### config.mk
export PLATFORM = sky130hd
export DESIGN_NAME = board_stream_tx_flat
export DESIGN_NICKNAME = d
export VERILOG_FILES = /design/src/rtl/board_stream_tx_if.sv /design/src/rtl/board_stream_tx.sv /design/src/flat_wrapper.sv
export SDC_FILE = /design/constraint.sdc
export NUM_CORES = 1
export LEC_CHECK = 0
export ABC_AREA = 1
export BUFFER_PORTS_ARGS = -buffer_cell sky130_fd_sc_hd__buf_2
export CORE_ASPECT_RATIO = 0.5
export CORE_MARGIN = 2
export CORE_UTILIZATION = 45
export CTS_CLUSTER_SIZE = 14
export DETAILED_ROUTE_END_ITERATION = 8
export GPL_TIMING_DRIVEN = 0
export SLEW_MARGIN = 0
export SYNTH_ARGS = -nofsm -noshare
export SYNTH_HDL_FRONTEND = slang
export SYNTH_SLANG_ARGS = --single-unit
### constraint.sdc
create_clock -name i_clk -period 6 [get_ports i_clk]
set_input_delay 1.2 -clock i_clk [delete_from_list [all_inputs] [get_ports i_clk]]
set_output_delay 1.2 -clock i_clk [all_outputs]
set_load 0.01 [all_outputs]
### src/rtl/board_stream_tx_if.sv
// Position-stream bus between board_stream_tx and the movegen front end.
// The rankfile signal exists only when BOARD_STREAM_TX_RANKFILE_EN is defined.
interface board_stream_tx_if;
  logic       valid;
  logic       ready;
  logic       sop;
  logic       eop;
  logic [3:0] data;
`ifdef BOARD_STREAM_TX_RANKFILE_EN
  logic [5:0] rankfile;
`endif

  modport master (
    input  ready,
    output valid, sop, eop, data
`ifdef BOARD_STREAM_TX_RANKFILE_EN
    , rankfile
`endif
  );

  modport slave (
    output ready,
    input  valid, sop, eop, data
`ifdef BOARD_STREAM_TX_RANKFILE_EN
    , rankfile
`endif
  );
endinterface

### src/rtl/board_stream_tx.sv
// Board image (64 x 4 bit) serialised as a 64-beat position stream in FEN order.
// Optional BOARD_STREAM_TX_RANKFILE_EN adds a registered square address per beat.
//
// state    | meaning
// S_IDLE   | board writable, stream idle
// S_STREAM | presenting beats 0..63, board frozen
module board_stream_tx (
  input  logic                      i_clk,
  input  logic                      i_rst_n,
  input  logic                      i_wr_en,
  input  logic [5:0]                i_wr_rankfile,
  input  logic [3:0]                i_wr_piece,
  input  logic                      i_clear,
  input  logic                      i_start,
  output logic                      o_busy,
  output logic                      o_wr_drop,
  board_stream_tx_if.master         out_pos
);

  typedef enum logic {S_IDLE, S_STREAM} state_t;

  state_t     r_state;
  logic [5:0] r_idx;
  logic [3:0] r_board [64];
  logic       r_busy;
  logic       r_valid;
  logic       r_sop;
  logic       r_eop;
  logic [3:0] r_data;
  logic       r_wr_drop;
`ifdef BOARD_STREAM_TX_RANKFILE_EN
  logic [5:0] r_rankfile;
`endif

  logic [5:0] w_idx_nx;
  logic [5:0] w_sq_nx;
  logic [3:0] w_a8_piece;

  // Beat i maps to rank 7-i[5:3]; inverting the 3-bit rank does that subtraction.
  assign w_idx_nx = r_idx + 6'd1;
  assign w_sq_nx  = {~w_idx_nx[5:3], w_idx_nx[2:0]};

  // Beat 0 must see a write or clear issued in the same cycle as start.
  always_comb begin
    w_a8_piece = r_board[6'o70];
    if (i_clear)
      w_a8_piece = 4'd0;
    if (i_wr_en && (i_wr_rankfile == 6'o70))
      w_a8_piece = i_wr_piece;
  end

  always_ff @(posedge i_clk or negedge i_rst_n) begin
    if (!i_rst_n) begin
      r_state   <= S_IDLE;
      r_idx     <= 6'd0;
      r_busy    <= 1'b0;
      r_valid   <= 1'b0;
      r_sop     <= 1'b0;
      r_eop     <= 1'b0;
      r_data    <= 4'd0;
      r_wr_drop <= 1'b0;
`ifdef BOARD_STREAM_TX_RANKFILE_EN
      r_rankfile <= 6'd0;
`endif
      for (int j = 0; j < 64; j++)
        r_board[j] <= 4'd0;
    end else begin
      r_wr_drop <= 1'b0;
      case (r_state)
        S_IDLE: begin
          if (i_clear)
            for (int j = 0; j < 64; j++)
              r_board[j] <= 4'd0;
          if (i_wr_en)
            r_board[i_wr_rankfile] <= i_wr_piece;
          if (i_start) begin
            r_state <= S_STREAM;
            r_idx   <= 6'd0;
            r_busy  <= 1'b1;
            r_valid <= 1'b1;
            r_sop   <= 1'b1;
            r_eop   <= 1'b0;
            r_data  <= w_a8_piece;
`ifdef BOARD_STREAM_TX_RANKFILE_EN
            r_rankfile <= 6'o70;
`endif
          end
        end
        S_STREAM: begin
          if (i_wr_en || i_clear)
            r_wr_drop <= 1'b1;
          if (out_pos.ready) begin
            if (r_idx == 6'd63) begin
              r_state <= S_IDLE;
              r_busy  <= 1'b0;
              r_valid <= 1'b0;
              r_sop   <= 1'b0;
              r_eop   <= 1'b0;
              r_data  <= 4'd0;
`ifdef BOARD_STREAM_TX_RANKFILE_EN
              r_rankfile <= 6'd0;
`endif
            end else begin
              r_idx  <= w_idx_nx;
              r_sop  <= 1'b0;
              r_eop  <= (w_idx_nx == 6'd63);
              r_data <= r_board[w_sq_nx];
`ifdef BOARD_STREAM_TX_RANKFILE_EN
              r_rankfile <= w_sq_nx;
`endif
            end
          end
        end
        default: r_state <= S_IDLE;
      endcase
    end
  end

  assign o_busy        = r_busy;
  assign o_wr_drop     = r_wr_drop;
  assign out_pos.valid = r_valid;
  assign out_pos.sop   = r_sop;
  assign out_pos.eop   = r_eop;
  assign out_pos.data  = r_data;
`ifdef BOARD_STREAM_TX_RANKFILE_EN
  assign out_pos.rankfile = r_rankfile;
`endif

endmodule
### src/flat_wrapper.sv
// flat-port wrapper written by rule: the top's interface ports become plain ports
module board_stream_tx_flat 
  (i_clk, i_rst_n, i_wr_en, i_wr_rankfile, i_wr_piece, i_clear, i_start, o_busy, o_wr_drop, out_pos_ready, out_pos_valid, out_pos_sop, out_pos_eop, out_pos_data);
  board_stream_tx_if out_pos_i ();
  input  logic i_clk;
  input  logic i_rst_n;
  input  logic i_wr_en;
  input  logic [5:0] i_wr_rankfile;
  input  logic [3:0] i_wr_piece;
  input  logic i_clear;
  input  logic i_start;
  output logic o_busy;
  output logic o_wr_drop;
  input wire logic [$bits(out_pos_i.ready)-1:0] out_pos_ready;
  output wire logic [$bits(out_pos_i.valid)-1:0] out_pos_valid;
  output wire logic [$bits(out_pos_i.sop)-1:0] out_pos_sop;
  output wire logic [$bits(out_pos_i.eop)-1:0] out_pos_eop;
  output wire logic [$bits(out_pos_i.data)-1:0] out_pos_data;
  assign out_pos_i.ready = out_pos_ready;
  assign out_pos_valid = out_pos_i.valid;
  assign out_pos_sop = out_pos_i.sop;
  assign out_pos_eop = out_pos_i.eop;
  assign out_pos_data = out_pos_i.data;
  board_stream_tx u_core (.i_clk(i_clk), .i_rst_n(i_rst_n), .i_wr_en(i_wr_en), .i_wr_rankfile(i_wr_rankfile), .i_wr_piece(i_wr_piece), .i_clear(i_clear), .i_start(i_start), .o_busy(o_busy), .o_wr_drop(o_wr_drop), .out_pos(out_pos_i));
endmodule
==> results.yml <==
run_status:
  status: "complete, but fails checks"
  failed_checks: "max-capacitance violations"
pwr:
  power_uw: 6023
  p_per_area_nw_per_um2: 411.0
  max-vdd-ir-drop_mv: 0.3480
  p_leak_uw: 0.006899
clock_tree:
  cts_buffer_depth: 3
  clockRootBuffer: "clkbuf_16"
  cts_tree: "built"
  htree_levels: 1
  hold_buffers: 0
  cts_setup_buffers: 0
  cts_sinks: 271
  insertion_delay_ps: 560
  clk_pin_slew_ps: 60
  cts_made_buffers: 27
  ctsResizeCount: 0
global_route:
  antenna_found_initial: 0
  overflow: 0
  grt_usage: 0.3336
  grt_pass1_vias: 12023
  grt_start_max_net_pins: 113
  grt_pass1_wl_um: 75160
synthesis:
  synthTopCellsByArea: "dfrtp_1 52%, o22ai_1 12%, nand2_1 9.2%"
  synth-compound-area-share: 0.1702
  ys_warn_count: 0
  syn_area_per_cell_sq_um: 8.141
  synth.distinct_cells: 27
  yosys.area_share.xor_xnor: 0.002683
  ys_ff_latch: 271
  syn_inst: 1604
  synth_top_area_frac: 0.5194
  yosys.area.top_type: "dfrtp_1"
  syn_area_sq_um: 13060
  synth_top_family_by_area: "simple AND/OR/NAND/NOR gates"
  yosysSeqAreaShare: 0.5194
  syn_nets: 1622
  yosys.area_share.simple: 0.1980
  muxShareOfSynthArea: 0
  synth_adder_area_share: 0.001916
layout:
  diodes: 0
  nets: 1679
  area_growth_pct: 12.22
  fillers: 2789
  drive_gt1_frac: 0.06205
placement:
  place_hpwl_um: 34520
  io_buffers: 24
  gp_congestion: 0.9577
sta:
  max_freq_mhz: 233.3
  finalSetupTns_ps: 0
  setup_violations: 0
  rsz0062_at_grt: "false"
  skew_ps: 13.77
  slew_viol_final: 0
  fin_crit_ps: 4285
  tightest_slew_ps: 1475
  maxSlewHeadroom: 0.01319
  hold_viol: 0
  final.period_utilization: 0.7142
setup_path:
  crit_path_end_kind: "flop"
  cpPeakStageDelay_ps: 820
  cp.required_ps: 6480
  cpMaxStageDelayCell: "buf_1"
  critPathMostFrequentCell: "nand3_1"
  reg2regPathDepth: 15
  crit_path_start_kind: "flop"
  crit_start: "u_core.r_idx[0]"
  critPathKind: "flop to flop"
  arrival_ps: 4760
  worstPathCellList: "inv_2, buf_2, buf_1, ha_1, buf_2, buf_2, clkbuf_1, o211ai_1, nand3_1, nand3_1, nand3_1, nand3_1, nand2_1, nand2_1, a21oi_1"
  path_max_fanout: 10
  reg2reg_from: "u_core.r_idx[0]"
floorplanning:
  die_x_um: 244.9
  die_area_sq_um: 30480
  start_util: 0.4535
  die_height_um: 124.5
  coreArea_sq_um: 28790
  io-pin-count: 25
  rows: 44
drt:
  wl_met3_um: 7617
  drtIter0Drc: 1915
  drcViolationCount: 0
  wirelength_um: 51060
  dr_wl_met2_um: 20130
  drt.antenna.violating_nets: 0
  m1WireLength_um: 20960
  routed.top_layer: "met5"
  dr_total_vias: 12675
  routedWlPerCell_um: 24.70
  drtPass1Iterations: 6
  routed_via_density: 6.132
job:
  maxCapViolations: 1
hold_path:
  worstHoldStart: "u_core.out_pos.eop"
  hp-class: "flop to flop"
  hold_depth: 2
-- synth_stat cells, drive strengths merged --
cell type,n
xor2,3
nand4,2
ha,2
o41ai,1
or2,1
xnor2,1
clkinv,1
nor3,6
o22ai,259
dfrtp,271
clkbuf,64
o211ai,20
buf,27
nand3,228
a21oi,76
o21ai,11
o21bai,1
inv,278
nand2,323
nor2,29
-- layer usage --
layer	vias to the layer above	global-route usage
met4	2	0.1252
met3	166	0.1174
met1	6109	0.4773
met2	882	0.4601
met5	-	0.02614
li1	5516	-
-- logic make-up after synthesis --
kind of cell	after synthesis
adder cells (fa/ha/maj)	2
AO/OA/AOI/OAI	368
buffers and inverters	370
AND/OR/NAND/NOR	589
XOR/XNOR	4
flip-flops	271
-- cell type report --
class | count | area [sq um] | share of cell area
flip-flops and latches | 271 | 6782 | 0.4628
multi-input cells | 963 | 4880 | 0.3330
inverters | 279 | 1047 | 0.07147
clock buffers | 37 | 793.3 | 0.05414
well taps | 391 | 489.2 | 0.03339
plain buffers | 91 | 361.6 | 0.02468
repair buffers | 28 | 215.2 | 0.01469
clock inverters | 7 | 85.08 | 0.005807
-- registers in the layout, indices dropped and copies added (netlist names) --
name	count
u_core.r_board	256
u_core.r_idx	6
u_core.out_pos.data	4
u_core.o_busy	1
u_core.o_wr_drop	1
u_core.out_pos.eop	1
u_core.out_pos.sop	1
u_core.r_state	1
-- cells in the final DEF, fill, tap and decap left out, types with 2 or more instances in the layout --
cell	n
a21oi_1	76
buf_1	13
buf_16	2
buf_2	36
buf_8	3
bufinv_16	2
clkbuf_1	66
clkbuf_16	27
clkbuf_8	8
clkinv_2	5
dfrtp_1	271
ha_1	2
inv_1	274
inv_2	4
nand2_1	321
nand2_2	2
nand3_1	228
nand4_1	2
nor2_1	21
nor2_2	7
nor3_4	5
o211ai_1	20
o21ai_0	11
o22ai_1	259
xor2_1	3
-- through the flow --
stage                     cell area [sq um]  hold WS [ps]    util  instances  setup slack (ps)
final                                 14650         496.2  0.5089       2067              1715
after global routing                  14650         529.1  0.5089       2067              1640
after CTS                             14650         503.5  0.5089       2067              1954
after detailed placement              13770         487.8  0.4784       2023              1984
after global placement                13670         485.8  0.4747       2019             -1163
after floorplan                       13060         490.2       -       1604              3530
-- final timing paths --
path / end / slack (ps)
max: u_core.out_pos.data[1] / 1710
min: u_core.out_pos.eop / 500
max reg2reg: u_core.out_pos.data[1] / 1710
min reg2reg: u_core.out_pos.eop / 500
max in group asynchronous: u_core.r_board[39] / 3990
min in group asynchronous: u_core.r_board[134] / 550
-- worst max-delay path, delay by kind of cell, from the launching register on --
family,cells,cell delay [ps]
buffers and inverters,6,2420
and+or+nand+nor,6,750
DFF,1,440
AOI/OAI and AO/OA,2,340
adders and majority gates,1,260
-- power by group --
group	internal (uW)	total (uW)	switching [uW]	leakage, uW
registers	2000	2070	67.2	0.00343
logic	567	2220	1650	0.00303
clock network	999	1730	732	0.000440
Note: power is estimated with default switching activity, not from simulation.
